### src/rtl/serial_pkg.sv
// ----------------------------------------------------------------------------
// serial_pkg
//   Shared definitions for the serial transmitter slice that feeds the
//   deserializer: byte width, bits per serial frame and the transmitter
//   state encoding.
// ----------------------------------------------------------------------------
package serial_pkg;

  localparam int BYTE_W        = 8;
  localparam int BITS_PER_BYTE = 8;

  // IDLE  : waiting for a queued byte and a non-busy deserializer
  // SHIFT : emitting the eight bits of the loaded byte, MSB first
  // GAP   : enforced quiet time between consecutive bytes
  typedef enum logic [1:0] {
    IDLE  = 2'd0,
    SHIFT = 2'd1,
    GAP   = 2'd2
  } tx_state_t;

endpackage

### src/rtl/serializador_tx_byte_fifo.sv
// ----------------------------------------------------------------------------
// byte_fifo
//   Circular byte buffer sitting between the parallel handshake and the
//   serial shifter. Read/write pointers wrap naturally because DEPTH is a
//   power of two; the occupancy is kept as a separate registered level so
//   full and empty are unambiguous.
//
// Ports
//   clk_100KHz : clock, rising edge
//   reset      : asynchronous, active-low
//   i_push     : write i_data at the tail (ignored when full)
//   i_data     : byte to store
//   i_pop      : drop the head entry (ignored when empty)
//   o_head     : byte currently at the head, combinational
//   o_level    : registered occupancy, 0..DEPTH
// ----------------------------------------------------------------------------
module byte_fifo #(
  parameter int DEPTH = 4,
  parameter int W     = 8
) (
  input  logic                     clk_100KHz,
  input  logic                     reset,
  input  logic                     i_push,
  input  logic [W-1:0]             i_data,
  input  logic                     i_pop,
  output logic [W-1:0]             o_head,
  output logic [$clog2(DEPTH):0]   o_level
);

  import serial_pkg::*;

  localparam int AW = $clog2(DEPTH);
  localparam int LW = AW + 1;
  localparam logic [LW-1:0] FULL_LVL = LW'(DEPTH);

  logic [W-1:0]  r_mem [DEPTH];
  logic [AW-1:0] r_wrPtr;
  logic [AW-1:0] r_rdPtr;
  logic [LW-1:0] r_level;

  logic w_doPush;
  logic w_doPop;

  // Requests that would overflow or underflow are silently dropped here so
  // the caller never corrupts the pointers.
  assign w_doPush = i_push & (r_level != FULL_LVL);
  assign w_doPop  = i_pop  & (r_level != '0);

  // Storage array carries no reset: an entry is only ever read after it has
  // been written, and the pointers/level are what define validity.
  always_ff @(posedge clk_100KHz) begin
    if (w_doPush) begin
      r_mem[r_wrPtr] <= i_data;
    end
  end

  // Pointer and occupancy bookkeeping. A simultaneous push and pop moves
  // both pointers and leaves the level unchanged.
  always_ff @(posedge clk_100KHz or negedge reset) begin
    if (!reset) begin
      r_wrPtr <= '0;
      r_rdPtr <= '0;
      r_level <= '0;
    end else begin
      if (w_doPush) begin
        r_wrPtr <= r_wrPtr + AW'(1);
      end
      if (w_doPop) begin
        r_rdPtr <= r_rdPtr + AW'(1);
      end
      case ({w_doPush, w_doPop})
        2'b10:   r_level <= r_level + LW'(1);
        2'b01:   r_level <= r_level - LW'(1);
        default: r_level <= r_level;
      endcase
    end
  end

  assign o_head  = r_mem[r_rdPtr];
  assign o_level = r_level;

endmodule

### src/rtl/serializador_tx.sv
// ----------------------------------------------------------------------------
// serializador_tx
//   Transmitter stage in front of the deserializer. Parallel bytes arrive on
//   a valid/ready handshake, wait in a small FIFO, and are shifted out MSB
//   first as eight write-qualified serial bits. While the deserializer says
//   it is busy, the current bit is held back and resumes unchanged.
//
// Parameters
//   DEPTH : FIFO depth in bytes, power of two, at least 2
//   GAP   : idle cycles inserted after each byte, 0..15
//
// Ports
//   clk_100KHz    : sole clock, rising edge
//   reset         : asynchronous, active-low; clears everything
//   byte_in       : parallel byte
//   byte_valid    : byte_in is valid this cycle
//   byte_ready    : FIFO can take a byte (low while in reset)
//   des_status_in : deserializer busy flag; 1 = do not write
//   data_out      : serial data bit, registered
//   write_out     : serial bit strobe, registered
//   busy_out      : registered; transmitter active or FIFO not empty
//   level_out     : FIFO occupancy
//   sent_count    : bytes fully transmitted, modulo 256
// ----------------------------------------------------------------------------
module serializador_tx #(
  parameter int DEPTH = 4,
  parameter int GAP   = 1
) (
  input  logic                   clk_100KHz,
  input  logic                   reset,
  input  logic [7:0]             byte_in,
  input  logic                   byte_valid,
  output logic                   byte_ready,
  input  logic                   des_status_in,
  output logic                   data_out,
  output logic                   write_out,
  output logic                   busy_out,
  output logic [$clog2(DEPTH):0] level_out,
  output logic [7:0]             sent_count
);

  import serial_pkg::*;

  localparam int LW = $clog2(DEPTH) + 1;
  localparam logic [LW-1:0] FULL_LVL = LW'(DEPTH);
  localparam logic [2:0]    LAST_BIT = 3'(BITS_PER_BYTE - 1);
  // Only meaningful when GAP > 0; the GAP state is never entered otherwise.
  localparam logic [3:0]    GAP_LAST = 4'(GAP - 1);

  tx_state_t         r_state;
  tx_state_t         w_nextState;
  logic [BYTE_W-1:0] r_shreg;
  logic [BYTE_W-1:0] w_nextShreg;
  logic [2:0]        r_bitCnt;
  logic [2:0]        w_nextBitCnt;
  logic [3:0]        r_gapCnt;
  logic [3:0]        w_nextGapCnt;
  logic              r_dataOut;
  logic              w_nextDataOut;
  logic              r_writeOut;
  logic              w_nextWriteOut;
  logic [7:0]        r_sentCount;
  logic [7:0]        w_nextSentCount;
  logic              r_busy;
  logic              w_nextBusy;

  logic              w_push;
  logic              w_pop;
  logic [BYTE_W-1:0] w_head;
  logic [LW-1:0]     w_level;
  logic [LW-1:0]     w_nextLevel;

  // Ready depends only on the registered level, so a pop on the same edge
  // never opens a path from a full FIFO straight into the shifter.
  assign byte_ready = reset & (w_level != FULL_LVL);
  assign w_push     = byte_valid & byte_ready;

  byte_fifo #(
    .DEPTH (DEPTH),
    .W     (BYTE_W)
  ) u_fifo (
    .clk_100KHz (clk_100KHz),
    .reset      (reset),
    .i_push     (w_push),
    .i_data     (byte_in),
    .i_pop      (w_pop),
    .o_head     (w_head),
    .o_level    (w_level)
  );

  // Occupancy after this edge, used so busy_out lines up with level_out.
  assign w_nextLevel = w_level + LW'(w_push) - LW'(w_pop);

  // Next-state and datapath logic. The busy flag from the deserializer is
  // looked at on exactly the edge a bit would be registered, so a stall
  // suppresses that bit and leaves shreg/bit_cnt where they were.
  always_comb begin
    w_nextState     = r_state;
    w_nextShreg     = r_shreg;
    w_nextBitCnt    = r_bitCnt;
    w_nextGapCnt    = r_gapCnt;
    w_nextDataOut   = r_dataOut;
    w_nextWriteOut  = 1'b0;
    w_nextSentCount = r_sentCount;
    w_pop           = 1'b0;

    case (r_state)
      IDLE: begin
        if ((w_level != '0) && !des_status_in) begin
          w_pop        = 1'b1;
          w_nextShreg  = w_head;
          w_nextBitCnt = '0;
          w_nextState  = SHIFT;
        end
      end

      SHIFT: begin
        if (!des_status_in) begin
          w_nextWriteOut = 1'b1;
          w_nextDataOut  = r_shreg[BYTE_W-1];
          w_nextShreg    = {r_shreg[BYTE_W-2:0], 1'b0};
          w_nextBitCnt   = r_bitCnt + 3'(1);
          if (r_bitCnt == LAST_BIT) begin
            w_nextSentCount = r_sentCount + 8'(1);
            w_nextGapCnt    = '0;
            w_nextState     = (GAP == 0) ? IDLE : serial_pkg::GAP;
          end
        end
      end

      serial_pkg::GAP: begin
        if (r_gapCnt == GAP_LAST) begin
          w_nextState = IDLE;
        end else begin
          w_nextGapCnt = r_gapCnt + 4'(1);
        end
      end

      default: begin
        w_nextState = IDLE;
      end
    endcase

    w_nextBusy = (w_nextState != IDLE) || (w_nextLevel != '0);
  end

  // State register. Reset drops everything at once, including any byte
  // that was partway through the shifter.
  always_ff @(posedge clk_100KHz or negedge reset) begin
    if (!reset) begin
      r_state     <= IDLE;
      r_shreg     <= '0;
      r_bitCnt    <= '0;
      r_gapCnt    <= '0;
      r_dataOut   <= 1'b0;
      r_writeOut  <= 1'b0;
      r_sentCount <= '0;
      r_busy      <= 1'b0;
    end else begin
      r_state     <= w_nextState;
      r_shreg     <= w_nextShreg;
      r_bitCnt    <= w_nextBitCnt;
      r_gapCnt    <= w_nextGapCnt;
      r_dataOut   <= w_nextDataOut;
      r_writeOut  <= w_nextWriteOut;
      r_sentCount <= w_nextSentCount;
      r_busy      <= w_nextBusy;
    end
  end

  assign data_out   = r_dataOut;
  assign write_out  = r_writeOut;
  assign busy_out   = r_busy;
  assign level_out  = w_level;
  assign sent_count = r_sentCount;

endmodule
### config.mk
export PLATFORM = sky130hd
export DESIGN_NAME = serializador_tx
export DESIGN_NICKNAME = d
export VERILOG_FILES = /design/src/rtl/serial_pkg.sv /design/src/rtl/serializador_tx_byte_fifo.sv /design/src/rtl/serializador_tx.sv
export SDC_FILE = /design/constraint.sdc
export NUM_CORES = 1
export LEC_CHECK = 0
export BUFFER_PORTS_ARGS = -buffer_cell sky130_fd_sc_hd__buf_2
export CELL_PAD_IN_SITES_DETAIL_PLACEMENT = 0
export CELL_PAD_IN_SITES_GLOBAL_PLACEMENT = 2
export CORE_MARGIN = 4
export CORE_UTILIZATION = 30
export CTS_BUF_LIST = sky130_fd_sc_hd__clkbuf_16
export CTS_CLUSTER_SIZE = 16
export DETAILED_ROUTE_END_ITERATION = 10
export MAX_ROUTING_LAYER = met4
export PLACE_DENSITY_LB_ADDON = 0.1
export SKIP_LAST_GASP = 1
export SLEW_MARGIN = 20
export SYNTH_ARGS = -nofsm -noshare
export SYNTH_HDL_FRONTEND = slang
export SYNTH_SLANG_ARGS = --single-unit
### constraint.sdc
create_clock -name clk_100KHz -period 3.57 [get_ports clk_100KHz]
set_input_delay 0.714 -clock clk_100KHz [delete_from_list [all_inputs] [get_ports clk_100KHz]]
set_output_delay 0.714 -clock clk_100KHz [all_outputs]
set_load 0.02 [all_outputs]
# Yosys cells after proc, flatten, opt, wreduce, memory -nomap -nowiden
# Memory sizes are Yosys's and may differ from the RTL's.
# Index checks and enable logic that the tools add are counted.
[word_totals]
reg_bits = 35
latch_bits = 0
ramBits = 32
rom_bits = 0
in_bits = 12
out_inout_bits = 15
word_cells = 73
mem_count = 1
[op_classes]
add_sub_neg = 9
multipliers = 0
div_mod_pow = 0
magnitude_cmp = 0
eq_ne = 10
shifts = 0
n_mux = 22
bitwise = 5
reduce_logical = 15
[mem_list]
columns = ["memory", "depth", "width", "read_ports", "rd_clocked_by_memory_dff", "wr", "line_no", "source"]
rows = [
  ["u_fifo.r_mem", 4, 8, 1, 0, 1, "serializador_tx_byte_fifo.sv:36", "logic [W-1:0] r_mem [DEPTH];"],
]
[op_table]
columns = ["cell", "n"]
rows = [
  ["$mux W8", 2],
  ["$pmux W8 S2", 1],
  ["$mux W4", 3],
  ["$pmux W3 S2", 2],
  ["$add A8 B1 Y8 const B", 1],
  ["$mux W2", 4],
  ["$ne A2 B2 Y1 const B", 4],
  ["$pmux W4 S2", 1],
  ["$reduce_bool A2 Y1", 4],
  ["$add A3 B1 Y3 const B", 2],
  ["$mux W1", 6],
  ["$mux W3", 2],
  ["$pmux W2 S3", 1],
  ["$reduce_and A3 Y1", 2],
  ["$reduce_bool A3 Y1", 2],
  ["$add A2 B1 Y2 const B", 2],
  ["$add A4 B1 Y4 const B", 1],
  ["$and A1 B1 Y1", 4],
  ["$eq A2 B1 Y1 const B", 2],
  ["$eq A2 B2 Y1 const B", 2],
  ["$logic_not A4 Y1", 1],
  ["$reduce_and A4 Y1", 1],
  ["$add A3 B1 Y3", 1],
  ["$eq A3 B3 Y1 const B", 1],
  ["other kinds (9)", 9],
]

# Longest topological paths before layout
[logic_depth]
depth_word = 7
depth_mapped = 10
mapped_depth_nobuf = 10

# Modules after synthesis
# Synthesis repeated with hierarchy kept, for this count alone.
[unflattened]
cells_unflattened = 203
area_unflattened_um2 = 3093.0
[by_module_without_submodules]
columns = ["module", "n_inst", "cells_per_inst", "area_each_um2", "seq_area_each_um2"]
rows = [
  ["byte_fifo", 1, 79, 1587.8, 1136.1],
  ["serializador_tx", 1, 124, 1505.2, 700.7],
]

# Worst setup path before layout
# OpenSTA, ideal clock, no wires.
[synth_timing]
path_kind = "in2reg"
start = "in reset"
end = "reg r_busy, in the netlist busy_out"
setup_ns = 0.135
t_arrival_ns = 2.401
required_time_ns = 3.435
setup_slack_ns = 1.034
path_stages = 10
path_buffers = 0
cell_sequence = "nand2_1 a21oi_1 inv_1 ha_1 inv_1 ha_1 fa_1 xnor2_1 xnor2_1 nand4_1"
[synth_via]
elab_chain_len = 6
[synth_rtl]
columns = ["element", "line_no", "source"]
rows = [
  ["from (decl)", "serializador_tx.sv:30", "input logic reset,"],
  ["$and A1 B1 Y1", "serializador_tx.sv:75", "assign byte_ready = reset & (w_level != FULL_LVL);"],
  ["$and A1 B1 Y1", "serializador_tx.sv:76", "assign w_push = byte_valid & byte_ready;"],
  ["$add A3 B1 Y3", "serializador_tx.sv:92", "assign w_nextLevel = w_level + LW'(w_push) - LW'(w_pop);"],
  ["$sub A3 B1 Y3", "serializador_tx.sv:92", ""],
  ["$reduce_bool A3 Y1", "serializador_tx.sv:144", "w_nextBusy = (w_nextState != IDLE) || (w_nextLevel != '0);"],
  ["$logic_or A1 B1 Y1", "serializador_tx.sv:144", ""],
  ["via w_nextBusy", "serializador_tx.sv:65", "logic w_nextBusy;"],
  ["to (signal assigned)", "serializador_tx.sv:167", "r_busy <= w_nextBusy;"],
  ["to (decl)", "serializador_tx.sv:64", "logic r_busy;"],
]
# The timed path passes the listed nets, and every way through them passes these cells.
# A chain may end at the register's enable or synchronous reset.

# Worst setup path in the final report
[layout_timing]
start = "reg u_fifo.r_level[0], in the netlist u_fifo.o_level[0]"
end = "reg r_busy, in the netlist busy_out"
[layout_via]
elab_chain_len = 7
word_cells_on_any_way = 14
classes_between = "add/sub (2); eq/ne (1); mux (4); bitwise (2); reduce/logical (5)"
[layout_rtl]
columns = ["element", "line_no", "source"]
rows = [
  ["from (decl)", "serializador_tx_byte_fifo.sv:39", "logic [LW-1:0] r_level;"],
  ["from (signal assigned)", "serializador_tx_byte_fifo.sv:72", "2'b10: r_level <= r_level + LW'(1);"],
  ["from (signal assigned)", "serializador_tx_byte_fifo.sv:73", "2'b01: r_level <= r_level - LW'(1);"],
  ["from (signal assigned)", "serializador_tx_byte_fifo.sv:74", "default: r_level <= r_level;"],
  ["$ne A3 B3 Y1 / $reduce_bool A3 Y1 (equally long branches)", "serializador_tx.sv:75, serializador_tx.sv:109", ""],
  ["$and A1 B1 Y1 / $logic_and A1 B1 Y1 (equally long branches)", "serializador_tx.sv:75, serializador_tx.sv:109", ""],
  ["$and A1 B1 Y1 / $mux W1 (equally long branches)", "serializador_tx.sv:76, serializador_tx.sv:109", ""],
  ["$add A3 B1 Y3 / $mux W1 (equally long branches)", "serializador_tx.sv:92, serializador_tx.sv:107", ""],
  ["$sub A3 B1 Y3", "serializador_tx.sv:92", ""],
  ["$reduce_bool A3 Y1", "serializador_tx.sv:144", ""],
  ["$logic_or A1 B1 Y1 *", "serializador_tx.sv:144", ""],
  ["via w_nextBusy", "serializador_tx.sv:65", ""],
]
# Mark *: on every way through the listed nets, which the timed path passes. The rest lies on a longest branch.

==> results.md <==
- Status: finished clean
- Post-Syn Area per Cell: between 10 and 15 sq um
- Slew Viols, Final: 0
- Die X: ~110 um
- Type of the worst min-delay path: reg -> reg
- Max cap viols: 0
- Seq cells post-synth: 67
- CP max FO: 7
- Highest Clock Rate: a little under 400 MHz
- Number of synthesized flops with an enable pin: 32
- Total track usage: around 11%
- Most frequent cells in the layout: dfrtp_1, edfxtp_1, nand2_1, buf_2, inv_1
- Top FF cell, synth: dfrtp_1
- WHS Endpoint: sent_count[7]
- Worst-case clock buffer depth: 2
- Final Power: ~0.0028 W
- Core area: roughly 9400 sq um
- Antenna cells: 0
- Leading area contributor after synthesis: edfxtp_1
- Pleak: ~1.4 nW
- Endpoints failing setup: 0
- Flop2flop setup slack: between 1 and 1.5 ns
- Vias in the first global route: 1841
- Setup TNS Final: 0 ns
- Register area: roughly 1800 sq um
- CTS Buf Count: 9
- I/O Buffers: 26
- Drt total wl: between 5000 and 6000 um
- Post-cts gate resize count: 0
- Post-synthesis cell count: ~220
- Drt wl/cell: between 10 and 15 um
- CTS hold repair buffers: 0
- Max H-tree Level: 3
- Post-synth top area share: around a third
- Top cells by area, synth: edfxtp_1, dfrtp_1, mux4_2
- Fillers: around 900
- Via density: between 4 and 5
- Worst slew margin: a little under half
- Root buf cell: clkbuf_16
- Sink Count: 67
- Post-synthesis sequential area ratio: 62.15%
- CTS tree: yes
- Routed via count: between 1500 and 2000
- Hold path depth: 1
- Reg clk slew, reported paths: approximately 0.060 ns
- Worst Reg-to-Reg Cells: 10
- Final ANT Viol Nets: 0
- Clock latency on the worst-skew pair: ~0.32 ns
- RSZ-0062 raised after global routing: false
- First-pass GRT wire length: ~9400 um
- Site row count: 35
- Yosys cell types: 36
- Pwr dens: ~800 nW/um^2
- # IOs: 27
- Minimum clock period: ~2.5 ns
- Die area: 11500 sq um
- Post-CTS Setup Bufs: 0
- Yosys Warn Count: 0
- Final hold vios: 0
- Die span in y: around 110 um
- Critical path startpoint category: flop
- Layout cells sized above 1: between 20% and 30%
- DRT Pass-1 Iters: 4
- Tcrit/Tclk final: slightly above 70%
- Initial Util: a little under a third
- Hold_sp: sent_count[7]
- Syn Nets: around 250
- Most common cell after layout, fill and taps aside: dfrtp_1
- Dpl hpwl: just under 4000 um
- Largest net degree at the start of global routing: 37
- Worst Slack Setup Final: about 1.0 ns
- WP data arrival: between 2 and 3 ns
- Initial DRC count: 56
- Worst r2r dst: busy_out
- Area growth syn-to-layout: 19.39%
- Worst slew pin tran: around 0.82 ns
- R2r startpoint: u_fifo.o_level[0]
- Initial antenna violation count: 0
- Worst path required time: 3.76 ns
- Multi-input logic area: between 1000 and 1500 sq um
- Layout Nets: ~280
- Clk_skew: between 0.005 and 0.006 ns
- Placer Congestion: a little over 0.7
- Syn Std Cell Area: roughly 3000 sq um
- Asr flop ratio synth: roughly 52%
- Pre-CTS setup slack: 0.9050 ns
- VDD IR max: about 300 uV
- Crit Path Category: reg -> reg
- Worst setup EP type: flop
- Congestion Overflow GR: 0
- DRC viols: 0
-- area by class of cell --
cell class,count,share of cell area (%)
clock buffer,9,6.383
clock inverter,7,2.128
inverter,16,1.702
multi-input combinational,128,28.83
sequential,67,52.06
tap,129,4.574
timing repair buffer,29,4.326
-- synth_stat cells, types with 4 or more instances --
| cell | instances |
|---|---|
| clkbuf_1 | 4 |
| inv_1 | 16 |
| ha_1 | 12 |
| and2_1 | 6 |
| nor3_1 | 5 |
| dfrtp_1 | 35 |
| nand4_1 | 5 |
| mux4_2 | 8 |
| nor2_1 | 5 |
| a31oi_1 | 7 |
| xnor2_1 | 10 |
| xor2_1 | 5 |
| a21oi_1 | 8 |
| edfxtp_1 | 32 |
| nand2_1 | 26 |
-- routing by layer --
layer / vias up / track usage, % / share of wire (%)
met3: 5 / 3.899 / 3.6
li1: 841 / - / -
met5: - / - / 0
met1: 840 / 13.87 / 47
met4: 0 / 2.466 / 0.71
met2: 30 / 17.34 / 49
-- registers in the layout, indices dropped and copies added, names as in the netlist --
name and count:
data_out 1, write_out 1, u_fifo.o_level 3, u_fifo.r_mem 32
busy_out 1, r_state 2, u_fifo.r_rdPtr 2, r_shreg 8
r_bitCnt 3, u_fifo.r_wrPtr 2, sent_count 8, r_gapCnt 4
-- through the flow --
stage          util [%]  instances  hold slack, ns  area (sq um)
6_report          37.48        385          0.4598          3528
5_1_grt           37.48        385          0.4736          3528
4_1_cts           37.48        385          0.4643          3528
3_5_place_dp      34.29        369          0.4566          3228
3_3_place_gp      34.29        369          0.4531          3228
2_1_floorplan         -        219          0.4184          2955
-- worst max-delay path, cell delays in order, from the launching register on --
cell     delay (ns)
dfrtp_1        0.46
or3_1          0.42
nand2_1        0.19
inv_1          0.07
ha_1           0.28
inv_1          0.04
ha_1           0.18
fa_1           0.37
xnor2_1        0.18
xnor2_1        0.14
nand4_1        0.10
-- cell families (layout without fill, tap and decap cells) --
family	count (synthesis)	count (layout)	synth area share, %
muxes	14	14	8.256
adders and majority gates	14	14	6.435
AOI/OAI and AO/OA	23	23	4.615
DFF	67	67	62.15
and+or+nand+nor	62	62	10.67
buffers and inverters	24	61	3.429
xor gates and xnor gates	15	15	4.445
-- power by group --
part / switching [W] / internal, W / leakage, nW
Sequential: 0.000190 / 0.000999 / 0.718
Combinational: 0.000370 / 0.000341 / 0.588
Clock: 0.000343 / 0.000545 / 0.140
Total: 0.000902 / 0.00189 / 1.45
-- worst max-delay path by stage --
stage	endpoint	start	cells past startpoint	slack (ns)
2_1_floorplan	busy_out	reset	10	1.03
3_3_place_gp	busy_out	reset	12	0.97
3_5_place_dp	busy_out	des_status_in	11	0.90
4_1_cts	busy_out	u_fifo.o_level[0]	10	0.99
5_1_grt	busy_out	u_fifo.o_level[0]	10	0.84
6_report	busy_out	u_fifo.o_level[0]	10	1.02
Note: power is estimated with default switching activity, not from simulation.
